**src/rtl/uart_rx_basic.sv**
```systemverilog
// uart_rx_basic: 8N1 serial receiver with glitch rejection, framing-error detection and break handling.
module uart_rx_basic #(
    parameter int CLK_FREQ  = 50000000,
    parameter int BAUD_RATE = 115200
) (
    input  logic       clk,
    input  logic       rst,
    input  logic       rx,
    output logic [7:0] data_out,
    output logic       valid,
    output logic       frame_err,
    output logic       busy
);
    localparam int CLKS_PER_BIT = CLK_FREQ / BAUD_RATE;
    localparam int HALF_BIT     = CLKS_PER_BIT / 2;
    localparam int CW           = $clog2(CLKS_PER_BIT);
    localparam logic [CW-1:0] BIT_LAST  = CW'(CLKS_PER_BIT - 1);
    localparam logic [CW-1:0] HALF_LAST = CW'(HALF_BIT - 1);

    typedef enum logic [2:0] {IDLE, START, DATA, STOP, BRK} state_t;

    state_t        state, state_d;
    logic          rx_meta, rx_sync;
    logic [CW-1:0] clk_counter, cnt_d;
    logic [2:0]    bit_index, idx_d;
    logic [7:0]    shift_reg, shift_d, data_d;
    logic          valid_d, err_d;

    assign busy = state != IDLE;

    always_ff @(posedge clk or posedge rst) begin
        if (rst) begin
            rx_meta     <= 1'b1;
            rx_sync     <= 1'b1;
            state       <= IDLE;
            clk_counter <= '0;
            bit_index   <= '0;
            shift_reg   <= '0;
            data_out    <= '0;
            valid       <= 1'b0;
            frame_err   <= 1'b0;
        end else begin
            rx_meta     <= rx;
            rx_sync     <= rx_meta;
            state       <= state_d;
            clk_counter <= cnt_d;
            bit_index   <= idx_d;
            shift_reg   <= shift_d;
            data_out    <= data_d;
            valid       <= valid_d;
            frame_err   <= err_d;
        end
    end

    always_comb begin
        state_d = state;
        cnt_d   = clk_counter + 1'b1;
        idx_d   = bit_index;
        shift_d = shift_reg;
        data_d  = data_out;
        valid_d = 1'b0;
        err_d   = 1'b0;
        case (state)
            IDLE: begin
                cnt_d   = '0;
                state_d = rx_sync ? IDLE : START;
            end
            START: if (clk_counter == HALF_LAST) begin
                state_d = rx_sync ? IDLE : DATA;
                idx_d   = '0;
            end
            DATA: if (clk_counter == BIT_LAST) begin
                cnt_d   = '0;
                shift_d = {rx_sync, shift_reg[7:1]};
                state_d = (bit_index == 3'd7) ? STOP : DATA;
                idx_d   = bit_index + 3'd1;
            end
            STOP: if (clk_counter == BIT_LAST) begin
                state_d = rx_sync ? IDLE : BRK;
                data_d  = rx_sync ? shift_reg : data_out;
                valid_d = rx_sync;
                err_d   = !rx_sync;
            end
            BRK: begin
                cnt_d   = '0;
                state_d = rx_sync ? IDLE : BRK;
            end
            default: state_d = IDLE;
        endcase
        if (state_d != state) cnt_d = '0;
    end
endmodule

```
**config.mk**
```make
export PLATFORM = sky130hd
export DESIGN_NAME = uart_rx_basic
export DESIGN_NICKNAME = d
export VERILOG_FILES = /design/src/rtl/uart_rx_basic.sv
export SDC_FILE = /design/constraint.sdc
export NUM_CORES = 1
export LEC_CHECK = 0
export ABC_AREA = 1
export CORE_MARGIN = 3
export CORE_UTILIZATION = 33
export CTS_CLUSTER_DIAMETER = 50
export CTS_CLUSTER_SIZE = 8
export DETAILED_ROUTE_END_ITERATION = 8
export MAX_ROUTING_LAYER = met4
export PLACE_DENSITY = 0.6
export SLEW_MARGIN = 40
export SYNTH_ARGS = -nofsm -noshare
export SYNTH_HDL_FRONTEND = slang
export SYNTH_SLANG_ARGS = --single-unit
```
**constraint.sdc**
```tcl
create_clock -name clk -period 3.96 [get_ports clk]
set_input_delay 0.792 -clock clk [delete_from_list [all_inputs] [get_ports clk]]
set_output_delay 0.792 -clock clk [all_outputs]
set_load 0.01 [all_outputs]
```
## Word level (Yosys, flattened, before mapping)

Index checks and enable logic that the tools add are counted.
Widths: inputs -> output; s select.

- Register bits after elaboration: 35
- Output and inout port bits: 11
- Input port bits: 3
- Logic and storage cells: 47

- Mux-type cells: 18
- Equality and inequality tests: 10
- Reductions and logical operators: 8
- Add/subtract/negate cells: 2

Operators by type and width:

| operator | count |
|---|---|
| $mux 3 | 6 |
| $mux 9 | 2 |
| $pmux 9 s2 | 1 |
| $pmux 3 s5 | 1 |
| $add 9x1->9 const B | 1 |
| $eq 9x8->1 const B | 1 |
| $eq 9x9->1 const B | 1 |
| $eq 3x2->1 const B | 2 |
| $eq 3x3->1 const B | 2 |
| $mux 1 | 6 |
| $pmux 3 s2 | 1 |
| $reduce_and 3->1 | 2 |
| $ne 2x2->1 const B | 2 |
| $add 3x1->3 const B | 1 |
| $eq 3x1->1 const B | 1 |
| $logic_not 3->1 | 1 |
| $ne 3x3->1 | 1 |
| $reduce_bool 3->1 | 1 |
| $mux 2 | 1 |
| $reduce_and 2->1 | 1 |
| $reduce_bool 2->1 | 1 |
| $reduce_or 2->1 | 1 |
| $logic_not 1->1 | 1 |

## Longest topological paths before layout

- Depth in word-level cells: 6
- Depth in mapped cells: 11
- Mapped depth without buffers: 11

## Least setup slack after synthesis

OpenSTA, ideal clock, no wires.

- Path kind: reg-to-output
- Start: reg state[1]
- End: out busy
- Path slack: 2.469 ns
- Stages on the path, launching flop included: 3
- Data arrival time: 0.699 ns
- Buffers on the path: 0
- Data required time: 3.168 ns
- Cell sequence: dfrtp_1 -> nor2_1 -> nand2_1

- Cells in the longest elaborated chain, start to end: 1

Ends and longest elaborated chain:

| what | RTL line | RTL |
|---|---|---|
| from (decl) | 22 | `state_t state, state_d;` |
| from (signal assigned) | 45 | `state <= state_d;` |
| $reduce_bool 3->1 | 29 | `assign busy = state != IDLE;` |
| to (decl) | 12 | `output logic busy` |

Every way passes these cells.

## Worst setup path after layout

Same ends and word-level chain as after synthesis.

==> qor.csv <==
stage;metric;value;unit
outcome;status;complete, no violations;
critical_path;CP Launch Type;flip-flop;
min_path;hold crit path type;flip-flop to flip-flop;
final_layout;Layout area overhead;19.9;%
global_routing;first-pass GRT wire length;5530;um
logic_synthesis;Gate Count Post-Synth;184;
critical_path;Critical Path AT;1.51;ns
clock_tree;Worst-Skew Late Latency;0.29;ns
detailed_routing;via count;1239;
clock_tree;Num CTS Buffers;5;
timing;Setup Viol. Count Final;0;
clock_tree;Root Driver;clkbuf_8;
global_routing;vias in the first global route;1231;
logic_synthesis;Post-Syn Area;1710;um2
clock_tree;H-tree depth;2;
timing;Worst-Margin Slew;0.513;ns
floorplanning;Core Box Area;4880;um2
floorplanning;Die Wd;78.1;um
placed_design;port bufs;13;
critical_path;critical path type;flip-flop to output pin;
detailed_routing;met3 wire len;117;um
detailed_routing;M1 WL;1470;um
final_layout;Antenna diodes;0;
logic_synthesis;sequential-to-total area share from yosys stat;51.2;%
timing;Worst Skew;0.0106;ns
power;Leak;0.943;nW
timing;crit share post-route;58.1;%
power;P per Cell Area;367;nW/um2
detailed_routing;Post-DRT Antenna Nets;0;
detailed_routing;Routed WL per cell;11.1;um
detailed_routing;DRC violations left;0;
global_routing;gr usage total;11.8;%
detailed_routing;Initial DRC Count;73;
clock_tree;CTS tree;built;
clock_tree;Worst-path clk slew;0.08;ns
floorplanning;IO Pins;14;
floorplanning;FP Rows;25;
clock_tree;CTS resizes;0;
final_layout;layout cells sized above 1;20.1;%
placed_design;Final GP Congestion;0.883;
timing;Setup Total Neg Slack;0;ns
detailed_routing;Routed WL;3000;um
clock_tree;largest buffer count on any clock path;2;
global_routing;largest net degree at the start of global routing;27;
floorplanning;initial core utilization;35.1;%
timing;Final Hold Fails;0;
critical_path;Worst Path Required;3.17;ns
timing;Slew Viols, Final;0;
flow_run;max cap viols;0;
logic_synthesis;syn nets;192;
logic_synthesis;Avg Inst Size Synth;9.32;um2
critical_path;crit path max fanout;5;
final_layout;Final nets;211;
clock_tree;# Post-CTS Setup Buffers;0;
timing;Hold WS;0.357;ns
detailed_routing;Routed met2 length;1350;um
final_layout;Finished Cell Area;2060;um2
floorplanning;die area;6090;um2
logic_synthesis;synthesis-stage register bit count;35;
timing;RSZ-0062 raised after global routing;false;
power;total chip power;754;uW
global_routing;initial antenna violation count;0;
logic_synthesis;yosys synthesis warning count;0;
clock_tree;# hold bufs at CTS;0;
global_routing;grt ovf;0;
logic_synthesis;post-synthesis cell type count;30;
timing;final worst setup slack;1.66;ns
timing;Rel. slew slack;65.7;%
placed_design;Post-DP Area;1920;um2
final_layout;filler instances;501;
detailed_routing;drt pass-1 iters;4;
placed_design;hpwl dp;2180;um
critical_path;Worst Setup End Kind;output pin;
placed_design;Setup WS pre-CTS;1.99;ns
detailed_routing;uppermost layer routed;met4;
timing;Tmin final;2.30;ns
timing;top achievable clock speed;435;MHz
floorplanning;vertical die dimension;78.1;um
clock_tree;Sink Count;35;
detailed_routing;vias per cell;4.57;
power;Peak VDD IR;190;uV
final_layout;number of flip-flops in the largest register;9;
==> worst paths after layout <==
check | from | endpoint | slack (ns) | cells past startpoint
max | state[1] | busy | 1.66 | 3
min | rx_meta | rx_sync | 0.36 | 0
max reg2reg | clk_counter[0] | clk_counter[3] | 2.26 | 10
min reg2reg | rx_meta | rx_sync | 0.36 | 0
max in group asynchronous | rst | clk_counter[8] | 2.56 | 3
min in group asynchronous | rst | bit_index[0] | 0.85 | 2
==> power breakdown <==
part / leakage (nW) / switching (mW) / internal (mW) / total (mW)
logic: 0.411 / 0.00814 / 0.00269 / 0.0108
registers: 0.467 / 0.000960 / 0.359 / 0.360
clock network: 0.0644 / 0.132 / 0.251 / 0.383
==> layout by cell type (no fill, tap or decap), types with 2 or more instances in the layout <==
cell	Yosys	routed
o21ai_1	2	2
dfrtp_1	33	33
nand2_1	37	37
nor2_2	3	3
bufinv_16	0	2
nor2_1	11	11
nand4_1	2	2
clkdlybuf4s50_1	0	13
dfstp_2	2	2
nand3_2	2	2
nand3_1	7	7
nand2_2	3	3
inv_1	20	19
clkbuf_8	0	5
ha_1	5	5
nor3_1	10	10
xor2_1	3	3
o21ai_0	11	11
nand2_4	2	2
nand3b_1	3	3
nor2_4	2	2
inv_2	5	6
o21ai_2	7	7
a21oi_1	4	4
a22o_2	2	2
==> Yosys cell counts, drive strengths merged <==
cell type  instances  share of area (%)
a21oi              4                1.2
nor3              12                4.5
nand3b             3                1.3
xor2               3                1.5
dfstp              2                3.1
or2                1               0.37
nand3              9                3.2
dfrtp             33                 48
inv               25                5.5
a31oi              2                1.6
nor2              16                4.8
buf                1               0.66
clkbuf             1               0.29
o21ai             20                7.4
a22o               2                1.2
o21bai             1               0.44
ha                 5                3.6
nand4              2               0.73
nand2             42                 11
==> layer usage <==
metal	up-vias	GRT usage [%]
li1	637	-
met1	572	15.2
met2	23	17.9
met3	7	3.21
met4	0	4.72
met5	-	-
==> final cells by class <==
type / instances / area, um2 / share of cell area [%]
sequential: 35 / 878 / 42.7
multi-input combinational: 122 / 726 / 35.3
timing repair buffer: 14 / 138 / 6.70
inverter: 25 / 93.8 / 4.56
tap: 67 / 83.8 / 4.08
clock buffer: 5 / 68.8 / 3.35
clock inverter: 3 / 67.6 / 3.29
==> logic make-up (layout without fill, tap and decap cells) <==
kind of cell             after synthesis  count (layout)  synth area share [%]
flip-flops                            35              35                  51.2
AO/OA/AOI/OAI                         29              29                  11.8
XOR/XNOR                               3               3                  1.53
buffers and inverters                 27              47                  6.42
adder cells (fa/ha/maj)                5               5                  3.65
AND/OR/NAND/NOR                       85              85                  25.4
==> through the flow <==
stage / instances / util, %
5_1_grt: 271 / 42.1
3_3_place_gp: 263 / 39.3
4_1_cts: 271 / 42.1
3_5_place_dp: 263 / 39.3
2_1_floorplan: 184 / -
6_report: 271 / 42.1
==> worst max-delay path, cell delays in order, from the launching register on <==
cell and delay (ns):
dfrtp_1 0.46, nor2_1 0.21, nand2_1 0.07, clkdlybuf4s50_1 0.48
Power figures use the tool's default switching activity.
